File: src/rtl/uart_receiver.sv
// 8N1 UART receiver, 16x oversampled. It delivers each good byte through a valid/ready
// handshake and pulses frame_error or overrun for one cycle when a frame goes wrong.
module uart_receiver (
  input  logic       uart_samplig_clk,
  input  logic       reset,
  input  logic       RsRx,
  input  logic       ready,
  output logic       valid,
  output logic [7:0] data_out,
  output logic       frame_error,
  output logic       overrun
);

  typedef enum logic [2:0] {IDLE, START, DATA, STOP, WAIT_HIGH} state_t;

  state_t     state, state_nx;
  logic       sync0, rx_s;
  logic [3:0] phase, phase_nx;
  logic [2:0] bit_cnt, bit_cnt_nx;
  logic [7:0] shreg, shreg_nx, data_nx;
  logic       valid_nx, ferr_nx, ovr_nx;

  always_ff @(posedge uart_samplig_clk) begin
    if (!reset) begin
      sync0       <= 1'b1;
      rx_s        <= 1'b1;
      state       <= IDLE;
      phase       <= 4'd0;
      bit_cnt     <= 3'd0;
      shreg       <= 8'h00;
      data_out    <= 8'h00;
      valid       <= 1'b0;
      frame_error <= 1'b0;
      overrun     <= 1'b0;
    end else begin
      sync0       <= RsRx;
      rx_s        <= sync0;
      state       <= state_nx;
      phase       <= phase_nx;
      bit_cnt     <= bit_cnt_nx;
      shreg       <= shreg_nx;
      data_out    <= data_nx;
      valid       <= valid_nx;
      frame_error <= ferr_nx;
      overrun     <= ovr_nx;
    end
  end

  always_comb begin
    state_nx   = state;
    phase_nx   = phase;
    bit_cnt_nx = bit_cnt;
    shreg_nx   = shreg;
    data_nx    = data_out;
    valid_nx   = valid && !ready;
    ferr_nx    = 1'b0;
    ovr_nx     = 1'b0;
    case (state)
      IDLE: begin
        phase_nx = 4'd0;
        if (!rx_s) begin
          state_nx = START;
          phase_nx = 4'd1;
        end
      end
      START: begin
        phase_nx = phase + 4'd1;
        if (phase == 4'd7) begin
          phase_nx   = 4'd0;
          bit_cnt_nx = 3'd0;
          state_nx   = rx_s ? IDLE : DATA;
        end
      end
      DATA: begin
        // phase wraps 15->0, so the next bit's window restarts on its own
        phase_nx = phase + 4'd1;
        if (phase == 4'd15) begin
          shreg_nx   = {rx_s, shreg[7:1]};
          bit_cnt_nx = bit_cnt + 3'd1;
          if (bit_cnt == 3'd7) state_nx = STOP;
        end
      end
      STOP: begin
        phase_nx = phase + 4'd1;
        if (phase == 4'd15) begin
          if (rx_s) begin
            state_nx = IDLE;
            if (!valid || ready) begin
              data_nx  = shreg;
              valid_nx = 1'b1;
            end else begin
              ovr_nx = 1'b1;
            end
          end else begin
            ferr_nx  = 1'b1;
            state_nx = WAIT_HIGH;
          end
        end
      end
      WAIT_HIGH: begin
        // hold off until the line returns high, so a break is not decoded as 0x00 frames
        phase_nx = 4'd0;
        if (rx_s) state_nx = IDLE;
      end
      default: begin
        state_nx = IDLE;
        phase_nx = 4'd0;
      end
    endcase
  end

endmodule

File: config.mk
export PLATFORM = sky130hd
export DESIGN_NAME = uart_receiver
export DESIGN_NICKNAME = d
export VERILOG_FILES = /design/src/rtl/uart_receiver.sv
export SDC_FILE = /design/constraint.sdc
export NUM_CORES = 1
export LEC_CHECK = 0
export ABC_AREA = 1
export BUFFER_PORTS_ARGS = -buffer_cell sky130_fd_sc_hd__buf_2
export CORE_MARGIN = 4
export CORE_UTILIZATION = 52
export CTS_BUF_LIST = sky130_fd_sc_hd__clkbuf_4 sky130_fd_sc_hd__clkbuf_8
export CTS_CLUSTER_DIAMETER = 30
export DETAILED_ROUTE_END_ITERATION = 10
export PLACE_DENSITY = 0.74
export SYNTH_ARGS = -nofsm -noshare
export SYNTH_HDL_FRONTEND = slang
export SYNTH_SLANG_ARGS = --single-unit
File: constraint.sdc
create_clock -name uart_samplig_clk -period 1.5 [get_ports uart_samplig_clk]
set_input_delay 0.45 -clock uart_samplig_clk [delete_from_list [all_inputs] [get_ports uart_samplig_clk]]
set_output_delay 0.45 -clock uart_samplig_clk [all_outputs]
set_load 0.05 [all_outputs]
# Yosys cells after proc, flatten, opt, wreduce, memory -nomap -nowiden
# Cells that the tools add are included.
# classes
muxes	21
addsub	2
eq_ne	13
n_reduce_logical	13
# op_table
operator	count
$mux 3	9
$pmux 3 s5	1
$ne 2x2->1 const B	6
$pmux 4 s3	1
$reduce_and 4->1	2
$mux 1	7
$eq 3x2->1 const B	2
$eq 3x3->1 const B	2
$pmux 3 s2	1
$reduce_and 3->1	2
$reduce_and 6->1	1
$add 4x1->4 const B	1
$eq 4x3->1 const B	1
$eq 4x4->1 const B	1
$mux 4	1
$add 3x1->3 const B	1
$eq 3x1->1 const B	1
$logic_not 3->1	1
$logic_not 1->1	2
$mux 2	1
$reduce_and 2->1	1
$reduce_bool 2->1	1
$reduce_or 2->1	1
$logic_and 1x1->1	1
$logic_or 1x1->1	1
# totals
inputBits	4
register_bits	31
elab_cells	59
output_inout_bits	11

# Logic depth before layout (Yosys ltp)
# logic_depth
ltp_word	6
mapped_depth	10

# Worst setup path before layout
# OpenSTA, ideal clock, no wires.
# synth_path
path_kind	flip-flop to flip-flop
from	register phase[0]
to	register data_out[1]
arrival_time_ns	1.197
synth_period_minus_slack_ns	1.315
slack_ns	0.185
path_stages_with_launch	8
n_path_buf	1
setup_ns	0.117
path_cell_list	dfxtp_1 > ha_1 > nand3_1 > nor2_1 > nand3_2 > buf_6 > o21ai_1 > a21oi_1
# synth_via
elab_chain_cells	2
# synth_rtl
item	line	source
start, declared	18	logic [3:0] phase, phase_nx;
start signal, assigned	39	phase <= phase_nx;
$eq 4x4->1	85	if (phase == 4'd15) begin
$reduce_and 4->1 (no line)	n/a	
end signal, assigned	42	data_out <= data_nx;
end, declared	9	output logic [7:0] data_out,
# No other way between the ends.
# A chain may end at the register's enable or synchronous reset.

# Final worst setup path
# layout_path
from	register data_out[4]
to	output port data_out[4]
# No word-level cell between the ends.

==> metrics.cfg <==
[synth]
synth_area_leader_cell=dfxtp_1
yosysTopAreaCellShare=0.468
synth-main-ff-cell=dfxtp_1
synth-compound-area-share=0.123
synth_fa_ha_area_frac=0.0283
ys_seq_area_frac=0.468
synthCells=174
syn_avg_cell_area_um2=7.62
synth-warning-count=0
synth_xor_area_frac=0.00660
netlist-cell-type-count=25
synth-simple-area-share=0.291
synth_area_leaders=dfxtp_1 47%, nor2_1 9.1%, nand2_1 5.9%
ys_seq_elements=31
yosysMostFrequentCell=nor2_1
ys_async_sr_fraction=0
synth.area.mux_share=0
synth-edff-count=0
synth_top_family_by_area=simple AND/OR/NAND/NOR gates
syn_nets=181
netlist_area_mm2=0.00133
netlist_top_cells_count=32 x nor2_1, 31 x dfxtp_1, 21 x nand2_1

[route]
drc=0
met3_length_um=141
wl_per_cell_um=11.1
final_antenna_net_count=0
drtIter0Drc=42
drt_wl_total_mm=2.51
vias=1096
vias_per_cell=4.83
dr.max_layer_used=met4
wl_met1_mm=1.20
wl_met2_mm=1.10
dr.pass1.iters=4

[floorplanning]
std_cell_rows=18
die_h_um=58.5
die_area_mm2=0.00342
initial_core_util=0.540
die_x_um=58.5
ios=15
core_mm2=0.00245

[placement]
post_dp_cell_area_mm2=0.00144
port_buffers=14
place.gp.congestion=0.796
hpwl_mm=1.81

[global_route]
grt_first_pass_wirelength_mm=4.06
antenna_found_initial=0
grt_pass1_vias=953
grt_use_total=0.163
grt_max_degree=19
overflow=0

[critical_path]
critPathKind=reg -> out
crit_required_ns=1.05
cp-end-kind=primary output
cp_max_fo=2
rr_endpoint=bit_cnt[0]$_SDFFE_PN0P_
cp.arrival_ns=0.94
critPathTopFamily=flip-flops
reg2reg_slack_ns=0.11
path_buf_inv=1
r2r_cells=9
crit_path_cell_trace=buf_2
r2r_start=phase[0]$_SDFF_PN0_
worst_path_max_delay_cell=dfxtp_1
worst_setup_path_start_kind=flop
cpPeakStageDelay_ns=0.34

[layout]
num_antenna_cells=0
nets=203
fin_area_mm2=0.00154
nFillCells=220
drive_gt1_frac=0.274
utilization=0.628
multi_input_area_um2=622
ff_latch_area_um2=623
areaGrowthSynthToFinish_pct=16.2

[worst_hold_path]
hold_end=sync0$_SDFF_PN1_
holdPathStages=2
min_from=RsRx
hp-class=in -> reg

[clocking]
cts_hold_buf=0
htree_levels=2
cts_root_buf=clkbuf_4
clkLatencyLatePin_ns=0.33
clk_pin_slew_ns=0.09
cts_buffers=5
cts_buffer_depth=2
cts.sinks=31
cts_tree=built

[pwr]
leakage_nw=0.677
powerDensity_mw_per_mm2=1330
ir_worst_vdd_mv=0.978

[timing]
worstMarginPinSlew_ns=0.374
post-route-min-period_ns=1.39
max_freq_mhz=719
finClkSkew_ns=0.00380
relSlewSlack=0.750
hold_viol_final=0
setup_viol=0
slew_violations=0
period_share=0.927
hold_ws_ns=0.296

[run_status]
status=finished clean

[flow_run]
cap_violations=0

[layout make-up]
class / instances / share of cell area
inverters: 23 / 0.0584
clock buffers: 7 / 0.0341
repair buffers: 19 / 0.0722
flip-flops and latches: 31 / 0.404
clock inverters: 1 / 0.00325
multi-input cells: 116 / 0.403
well taps: 30 / 0.0244
[layout by cell type (no fill, tap or decap), types with 2 or more instances in the layout]
cell type / n
nand3_2: 2
dfxtp_2: 2
nand3_1: 5
or2_2: 2
a21oi_1: 11
nand2_1: 21
nor2_4: 2
clkbuf_4: 7
o21ai_1: 4
nor3_1: 3
buf_2: 14
ha_1: 2
clkinv_2: 2
nor2_1: 31
nand2_2: 5
o21ai_0: 15
inv_1: 19
dfxtp_1: 29
buf_4: 4
nor2_2: 6
inv_2: 2
[where the power goes]
| group | leakage [nW] | internal, W | switching [W] |
|---|---|---|---|
| sequential | 0.252 | 0.000890 | 0.0000671 |
| combinational | 0.389 | 0.000224 | 0.000384 |
| clock | 0.0361 | 0.000218 | 0.000270 |
| total | 0.677 | 0.00133 | 0.000720 |
[worst max-delay path by stage]
stage                        startpoint                       end  slack (ns)  depth (start not counted)
6_report       data_out[4]$_SDFFE_PN0P_               data_out[4]        0.11                          1
5_1_grt             phase[0]$_SDFF_PN0_   bit_cnt[1]$_SDFFE_PN0P_       -0.01                         10
4_1_cts             phase[0]$_SDFF_PN0_   bit_cnt[0]$_SDFFE_PN0P_      0.0004                          9
3_5_place_dp        phase[0]$_SDFF_PN0_   bit_cnt[0]$_SDFFE_PN0P_        0.02                          9
3_3_place_gp        phase[0]$_SDFF_PN0_   bit_cnt[0]$_SDFFE_PN0P_        0.07                          9
2_1_floorplan       phase[0]$_SDFF_PN0_  data_out[1]$_SDFFE_PN0P_        0.19                          7
[state kept, by name, summed over array words and instances (netlist names)]
| name | flops |
|---|---|
| phase | 4 |
| data_out | 8 |
| rx_s | 1 |
| bit_cnt | 3 |
| valid | 1 |
| frame_error | 1 |
| shreg | 8 |
| overrun | 1 |
| state | 3 |
| sync0 | 1 |
[logic make-up (layout without fill, tap and decap cells)]
family	after synthesis	after routing
XOR/XNOR	1	1
flip-flops	31	31
adder cells (fa/ha/maj)	3	3
AO/OA/AOI/OAI	31	31
AND/OR/NAND/NOR	81	81
buffers and inverters	27	50
[per-layer routing]
layer	global-route usage	vias to the layer above
li1	-	601
met2	0.249	24
met1	0.186	463
met3	0.0526	8
met4	0.129	0
met5	0	-
[through the flow]
stage | worst slack (ns) | setup TNS, ns | total power [W] | cells
finish | 0.109 | 0 | 0.00205 | 227
detailed placement | 0.0175 | 0 | 0.00155 | 218
CTS | 0.000365 | 0 | 0.00203 | 226
global route | -0.0115 | -0.0211 | 0.00222 | 227
floorplan | 0.185 | 0 | 0.00143 | 174
global placement | 0.0732 | 0 | 0.00151 | 218
[repair_timing]
item | 4_1_cts | 5_1_grt
endpoints found under the setup margin | 0 | 23
endpoints found under the hold margin | 0 | 0
resized for setup | 0 | 10
buffers inserted | 0 | 1
Note: power is estimated with default switching activity, not from simulation.
